`src/rtl/ifetch_unit_pkg.sv`:
```
// Shared types and constants for the instruction fetch unit and its buffer.
package ifetch_unit_pkg;

  localparam int unsigned InstrWidth = 32;
  localparam int unsigned PcWidth    = 32;
  localparam logic [InstrWidth-1:0] NopInstr = 32'h0000_0000;

  typedef enum logic [1:0] {
    StIdle  = 2'd0,
    StFetch = 2'd1,
    StDrain = 2'd2
  } fetch_state_e;

endpackage

```
`src/rtl/ifetch_fifo.sv`:
```
// Small FIFO of {pc, instr} entries between fetch and decode; flush empties it in one cycle.
module ifetch_fifo #(
  parameter int unsigned Depth = 2,
  parameter int unsigned Width = 64,
  parameter logic [Width-1:0] ResetEntry = '0,
  localparam int unsigned CntW = $clog2(Depth + 1)
) (
  input  logic             clk_i,
  input  logic             rst_ni,
  input  logic             push_i,
  input  logic [Width-1:0] wdata_i,
  input  logic             pop_i,
  input  logic             flush_i,
  output logic [Width-1:0] rdata_o,
  output logic [CntW-1:0]  count_o
);

  // Depth is a power of two, so the pointers wrap naturally.
  localparam int unsigned PtrW = (Depth > 1) ? $clog2(Depth) : 1;

  logic [Width-1:0] mem_q [Depth];
  logic [PtrW-1:0]  wr_ptr_q, wr_ptr_d;
  logic [PtrW-1:0]  rd_ptr_q, rd_ptr_d;
  logic [CntW-1:0]  count_q, count_d;
  logic             do_push, do_pop;

  assign do_pop  = pop_i && (count_q != '0);
  // A push into a full buffer is legal only when the head leaves in the same cycle.
  assign do_push = push_i && ((count_q != CntW'(Depth)) || do_pop);

  always_comb begin
    wr_ptr_d = wr_ptr_q;
    rd_ptr_d = rd_ptr_q;
    count_d  = count_q;
    if (flush_i) begin
      wr_ptr_d = '0;
      rd_ptr_d = '0;
      count_d  = '0;
    end else begin
      if (do_push) wr_ptr_d = wr_ptr_q + PtrW'(1);
      if (do_pop)  rd_ptr_d = rd_ptr_q + PtrW'(1);
      if (do_push && !do_pop) begin
        count_d = count_q + CntW'(1);
      end else if (do_pop && !do_push) begin
        count_d = count_q - CntW'(1);
      end
    end
  end

  always_ff @(posedge clk_i or negedge rst_ni) begin
    if (!rst_ni) begin
      for (int unsigned i = 0; i < Depth; i++) begin
        mem_q[i] <= ResetEntry;
      end
      wr_ptr_q <= '0;
      rd_ptr_q <= '0;
      count_q  <= '0;
    end else begin
      if (do_push && !flush_i) begin
        mem_q[wr_ptr_q] <= wdata_i;
      end
      wr_ptr_q <= wr_ptr_d;
      rd_ptr_q <= rd_ptr_d;
      count_q  <= count_d;
    end
  end

  assign rdata_o = mem_q[rd_ptr_q];
  assign count_o = count_q;

endmodule

```
`src/rtl/ifetch_unit.sv`:
```
// Instruction fetch unit: sequential word-address fetch into a small buffer, with redirects
// that flush the buffer and drain any request already in flight.
module ifetch_unit
  import ifetch_unit_pkg::*;
#(
  parameter logic [31:0] RESET_PC = 32'd0,
  parameter int unsigned DEPTH    = 2
) (
  input  logic        clk,
  input  logic        reset_n,
  output logic        imem_req,
  output logic [31:0] imem_addr,
  input  logic        imem_ack,
  input  logic [31:0] imem_rdata,
  input  logic        redirect_valid,
  input  logic [31:0] redirect_pc,
  output logic        inst_valid,
  input  logic        inst_ready,
  output logic [31:0] inst_data,
  output logic [31:0] inst_pc,
  output logic [31:0] inst_pc_plus1
);

  localparam int unsigned CntW = $clog2(DEPTH + 1);
  localparam logic [CntW-1:0] DepthCnt = CntW'(DEPTH);

  fetch_state_e state_q, state_d;
  logic [31:0]  fetch_pc_q, fetch_pc_d;
  logic [31:0]  pend_pc_q, pend_pc_d;
  logic         push, pop, flush;
  logic [CntW-1:0] fifo_count, count_after;
  logic [PcWidth+InstrWidth-1:0] fifo_rdata;

  assign pop   = inst_valid && inst_ready;
  assign flush = redirect_valid;

  always_comb begin
    state_d     = state_q;
    fetch_pc_d  = fetch_pc_q;
    pend_pc_d   = pend_pc_q;
    imem_req    = 1'b0;
    push        = 1'b0;
    count_after = fifo_count - CntW'(pop);
    unique case (state_q)
      StIdle: begin
        if (redirect_valid) begin
          fetch_pc_d = redirect_pc;
          state_d    = StFetch;
        end else if (count_after < DepthCnt) begin
          state_d = StFetch;
        end
      end
      StFetch: begin
        imem_req = 1'b1;
        if (imem_ack) begin
          if (redirect_valid) begin
            fetch_pc_d = redirect_pc;
          end else begin
            push        = 1'b1;
            fetch_pc_d  = fetch_pc_q + 32'd1;
            count_after = count_after + CntW'(1);
            if (count_after >= DepthCnt) state_d = StIdle;
          end
        end else if (redirect_valid) begin
          pend_pc_d = redirect_pc;
          state_d   = StDrain;
        end
      end
      StDrain: begin
        // The in-flight word belongs to the old path; wait for its ack and drop it.
        imem_req = 1'b1;
        if (imem_ack) begin
          fetch_pc_d = redirect_valid ? redirect_pc : pend_pc_q;
          state_d    = StFetch;
        end else if (redirect_valid) begin
          pend_pc_d = redirect_pc;
        end
      end
      default: state_d = StIdle;
    endcase
  end

  always_ff @(posedge clk or negedge reset_n) begin
    if (!reset_n) begin
      state_q    <= StIdle;
      fetch_pc_q <= RESET_PC;
      pend_pc_q  <= 32'd0;
    end else begin
      state_q    <= state_d;
      fetch_pc_q <= fetch_pc_d;
      pend_pc_q  <= pend_pc_d;
    end
  end

  ifetch_fifo #(
    .Depth     (DEPTH),
    .Width     (PcWidth + InstrWidth),
    .ResetEntry({{PcWidth{1'b0}}, NopInstr})
  ) u_fifo (
    .clk_i  (clk),
    .rst_ni (reset_n),
    .push_i (push),
    .wdata_i({fetch_pc_q, imem_rdata}),
    .pop_i  (pop),
    .flush_i(flush),
    .rdata_o(fifo_rdata),
    .count_o(fifo_count)
  );

  assign imem_addr          = fetch_pc_q;
  assign inst_valid         = (fifo_count != '0);
  assign {inst_pc, inst_data} = fifo_rdata;
  assign inst_pc_plus1      = inst_pc + 32'd1;

endmodule

```
`config.mk`:
```
export PLATFORM = sky130hd
export DESIGN_NAME = ifetch_unit
export DESIGN_NICKNAME = d
export VERILOG_FILES = /design/src/rtl/ifetch_unit_pkg.sv /design/src/rtl/ifetch_fifo.sv /design/src/rtl/ifetch_unit.sv
export SDC_FILE = /design/constraint.sdc
export NUM_CORES = 1
export LEC_CHECK = 0
export CAP_MARGIN = 20
export CORE_MARGIN = 2
export CORE_UTILIZATION = 53
export CTS_CLUSTER_DIAMETER = 200
export CTS_CLUSTER_SIZE = 14
export DETAILED_ROUTE_END_ITERATION = 6
export GPL_ROUTABILITY_DRIVEN = 0
export PLACE_DENSITY = 0.85
export SYNTH_ARGS = -nofsm -noshare
export SYNTH_HDL_FRONTEND = slang
export SYNTH_HIERARCHICAL = 1
export SYNTH_SLANG_ARGS = --single-unit
```
`constraint.sdc`:
```
create_clock -name clk -period 4.1 [get_ports clk]
set_input_delay 0.41 -clock clk [delete_from_list [all_inputs] [get_ports clk]]
set_output_delay 0.41 -clock clk [all_outputs]
set_load 0.05 [all_outputs]
```
==> run summary <==
Chip width: 145 um
Internal: 0.00637 W
Total negative slack: 0 ps
Switching Fraction: 0.470
Synth warn: 6
CTS Buf Count: 17
Core area: 19500 um^2
Net Count, Synth: 972
Fillers: 1450
Leakage: 5.81 nW
Initial antenna violation count: 0
Vias in the first global route: 8254
Crit Path Class: reg -> out
Fin nets: 1153
Critical Path End Type: primary output
Cts-stage hold buffer count: 0
Rel. slew slack: 0.233
Die Y: 145 um
Area grow syn2layout: 27.6%
Worst path required time: 3690 ps
Ys flop type: dfrtp_1
Multi-input combinational cell area: 5320 um^2
1st-pass router iterations: 7
Startpoint types: register
Clk pwr share: 0.129
# diodes: 0
Root buf cell: clkbuf_16
Clock Sinks: 198
Worst-path fanout max: 11
Gr ovfl total: 0
CTS tree: yes
Port bufs: 198
Final Hold Viols: 0
Switching power: 0.00564 W
Final Max Slew Viols: 0
# DRC: 0
Seq/Total Area, Yosys: 0.468
Max-Cap Viols: 0
Hold_ws: 100 ps
DRT antenna net count: 0
Peak VDD IR: 0.586 mV
Yosys reg bits: 198
Worst EP arrival: 3360 ps
CTS clk-pin slew, worst paths: 70 ps
Worst-Margin Slew: 1140 ps
Ports: 199
Worst skew pair latency: 440 ps
Initial Util: 0.542
Fraction of registers with async set/reset: 1.00
First-pass GRT wire length: 45000 um
Status: complete, no violations
Drt initial violations: 776
Pin count of the biggest net entering global routing: 115
CTS H-tree depth: 4
Syn Inst Count: 896
Total track usage: 0.266
RSZ-0062 raised after global routing: no
Avg Vias per Cell: 6.06
Period utilisation layout: 0.921
Yosys cell types: 65
Final wirelength: 28100 um
Worst Hold Class: in -> async
Resize count post-CTS: 0
Clk_skew: 12.0 ps
DPL Wire Length: 19800 um
Register area: 4960 um^2
Die area: 21100 um^2
Longest Clk Path Bufs: 2
Combinational fraction of design power: 0.574
DR vias: 8209
Post-synth EDFFs: 0
DR WL/cell: 20.7 um
Row cnt: 51
Fmax achieved: 265 MHz
Endpoints failing setup: 0
Avg Cell Area, Syn: 11.8 um^2
Minimum clock period: 3770 ps
Sequential Power Share: 0.297
Power density cells: 889 nW/um^2
Fraction of layout cells with a size suffix above 1: 0.290
Mapped cell area: 10600 um^2
Post-CTS setup buffer count: 0
metrics by stage:
stage                     cells  setup slack (ps)  cell area, um^2   util  power, W
final                      1355               325            13500  0.692    0.0120
after global placement     1322               844            13000  0.664    0.0102
after detailed placement   1322               790            13000  0.664    0.0104
after CTS                  1354               294            13500  0.691    0.0120
after floorplan             896              77.4            10600      -   0.00803
after global routing       1355               135            13500  0.692    0.0125
layout by cell type (no fill, tap or decap), types with 7 or more instances in the layout:
master / netlist / routed
a21oi_1: 10 / 10
a221oi_1: 17 / 17
a32oi_1: 8 / 8
and3_1: 13 / 13
buf_12: 0 / 19
buf_4: 2 / 19
clkbuf_16: 0 / 17
clkdlybuf4s50_1: 0 / 176
dfrtp_1: 198 / 197
ha_1: 7 / 7
inv_1: 14 / 14
mux2_2: 181 / 181
mux2_4: 49 / 49
nand2_1: 43 / 43
nand3_1: 25 / 25
nand4_1: 13 / 13
nor2_1: 56 / 56
nor3_1: 15 / 15
nor4_1: 10 / 10
o21ai_0: 46 / 46
o22ai_1: 7 / 7
o31ai_1: 7 / 7
xnor2_1: 32 / 32
xor2_1: 8 / 8
kinds of logic (layout without fill, tap and decap cells):
kind of cell,count (synthesis),count (layout),share of synthesized area
AO/OA/AOI/OAI,138,138,0.0924
XOR/XNOR,40,40,0.0331
adder cells (fa/ha/maj),7,7,0.00828
buffers and inverters,68,262,0.0302
flip-flops,198,198,0.468
multiplexers,233,233,0.265
AND/OR/NAND/NOR,212,212,0.103
per-layer routing:
metal / GRT usage / routed length (um) / vias to the layer above
met5: 0 / 0 / -
met4: 0.0985 / 810 / 0
met3: 0.0462 / 1870 / 77
met2: 0.432 / 13500 / 407
met1: 0.357 / 11900 / 4062
li1: - / - / 3663
power groups by stage:
stage	clock network, W	logic [W]	registers [W]
6_report	0.00155	0.00689	0.00356
5_1_grt	0.00167	0.00721	0.00366
4_1_cts	0.00158	0.00689	0.00353
3_5_place_dp	0	0.00685	0.00356
3_3_place_gp	0	0.00673	0.00350
2_1_floorplan	0	0.00425	0.00377
layout make-up:
type	instances	area share
Multi-Input combinational cell	630	0.394
Sequential cell	198	0.367
Timing Repair Buffer	216	0.171
Clock buffer	20	0.0331
Tap cell	265	0.0245
Clock inverter	12	0.00713
Inverter	14	0.00389
synth_stat cells, types with 6 or more instances:
master | number | area (um^2)
o31ai_1 | 7 | 52.6
xnor2_1 | 32 | 280
buf_2 | 8 | 40.0
nand3_1 | 25 | 125
a221oi_1 | 17 | 149
nand4_1 | 13 | 81.3
dfrtp_1 | 198 | 4950
clkbuf_1 | 36 | 135
o21ai_0 | 46 | 230
xor2_1 | 8 | 70.1
a21oi_1 | 10 | 50.1
mux2_4 | 49 | 736
buf_6 | 6 | 67.6
a32oi_1 | 8 | 70.1
o22ai_1 | 7 | 43.8
ha_1 | 7 | 87.6
mux2_2 | 181 | 2040
and3_1 | 13 | 81.3
nor2_1 | 56 | 210
inv_1 | 14 | 52.6
nor4_1 | 10 | 62.6
nor3_1 | 15 | 75.1
nand2_1 | 43 | 161
registers in the layout, indices dropped and copies added (netlist names):
register         flops
u_fifo/mem_q       128
u_fifo/count_o       2
pend_pc_q           32
u_fifo/wr_ptr_q      1
u_fifo/rd_ptr_q      1
state_q              2
imem_addr           32
worst paths after layout:
check | endpoint | slack (ps) | depth (start not counted) | from
max | inst_pc_plus1[28] | 330 | 8 | u_fifo/rd_ptr_q$_DFFE_PN0P_
min | u_fifo/mem_q[91]$_DFFE_PN0P_ | 100 | 1 | reset_n
max reg2reg | u_fifo/mem_q[93]$_DFFE_PN0P_ | 940 | 6 | u_fifo/count_o[1]$_DFFE_PN0P_
min reg2reg | u_fifo/mem_q[87]$_DFFE_PN0P_ | 510 | 1 | u_fifo/mem_q[87]$_DFFE_PN0P_
max in group asynchronous | u_fifo/mem_q[1]$_DFFE_PN0P_ | 3030 | 2 | reset_n
min in group clk | u_fifo/mem_q[87]$_DFFE_PN0P_ | 510 | 1 | u_fifo/mem_q[87]$_DFFE_PN0P_
worst max-delay path, cell delays in order (launching register included):
cell     delay (ps)
dfrtp_2         500
mux2_2          320
ha_1            220
and4_1          290
nor3b_1         530
and2_1          420
nand4_1         170
xnor2_1         290
buf_12          180
Power figures use the tool's default switching activity.
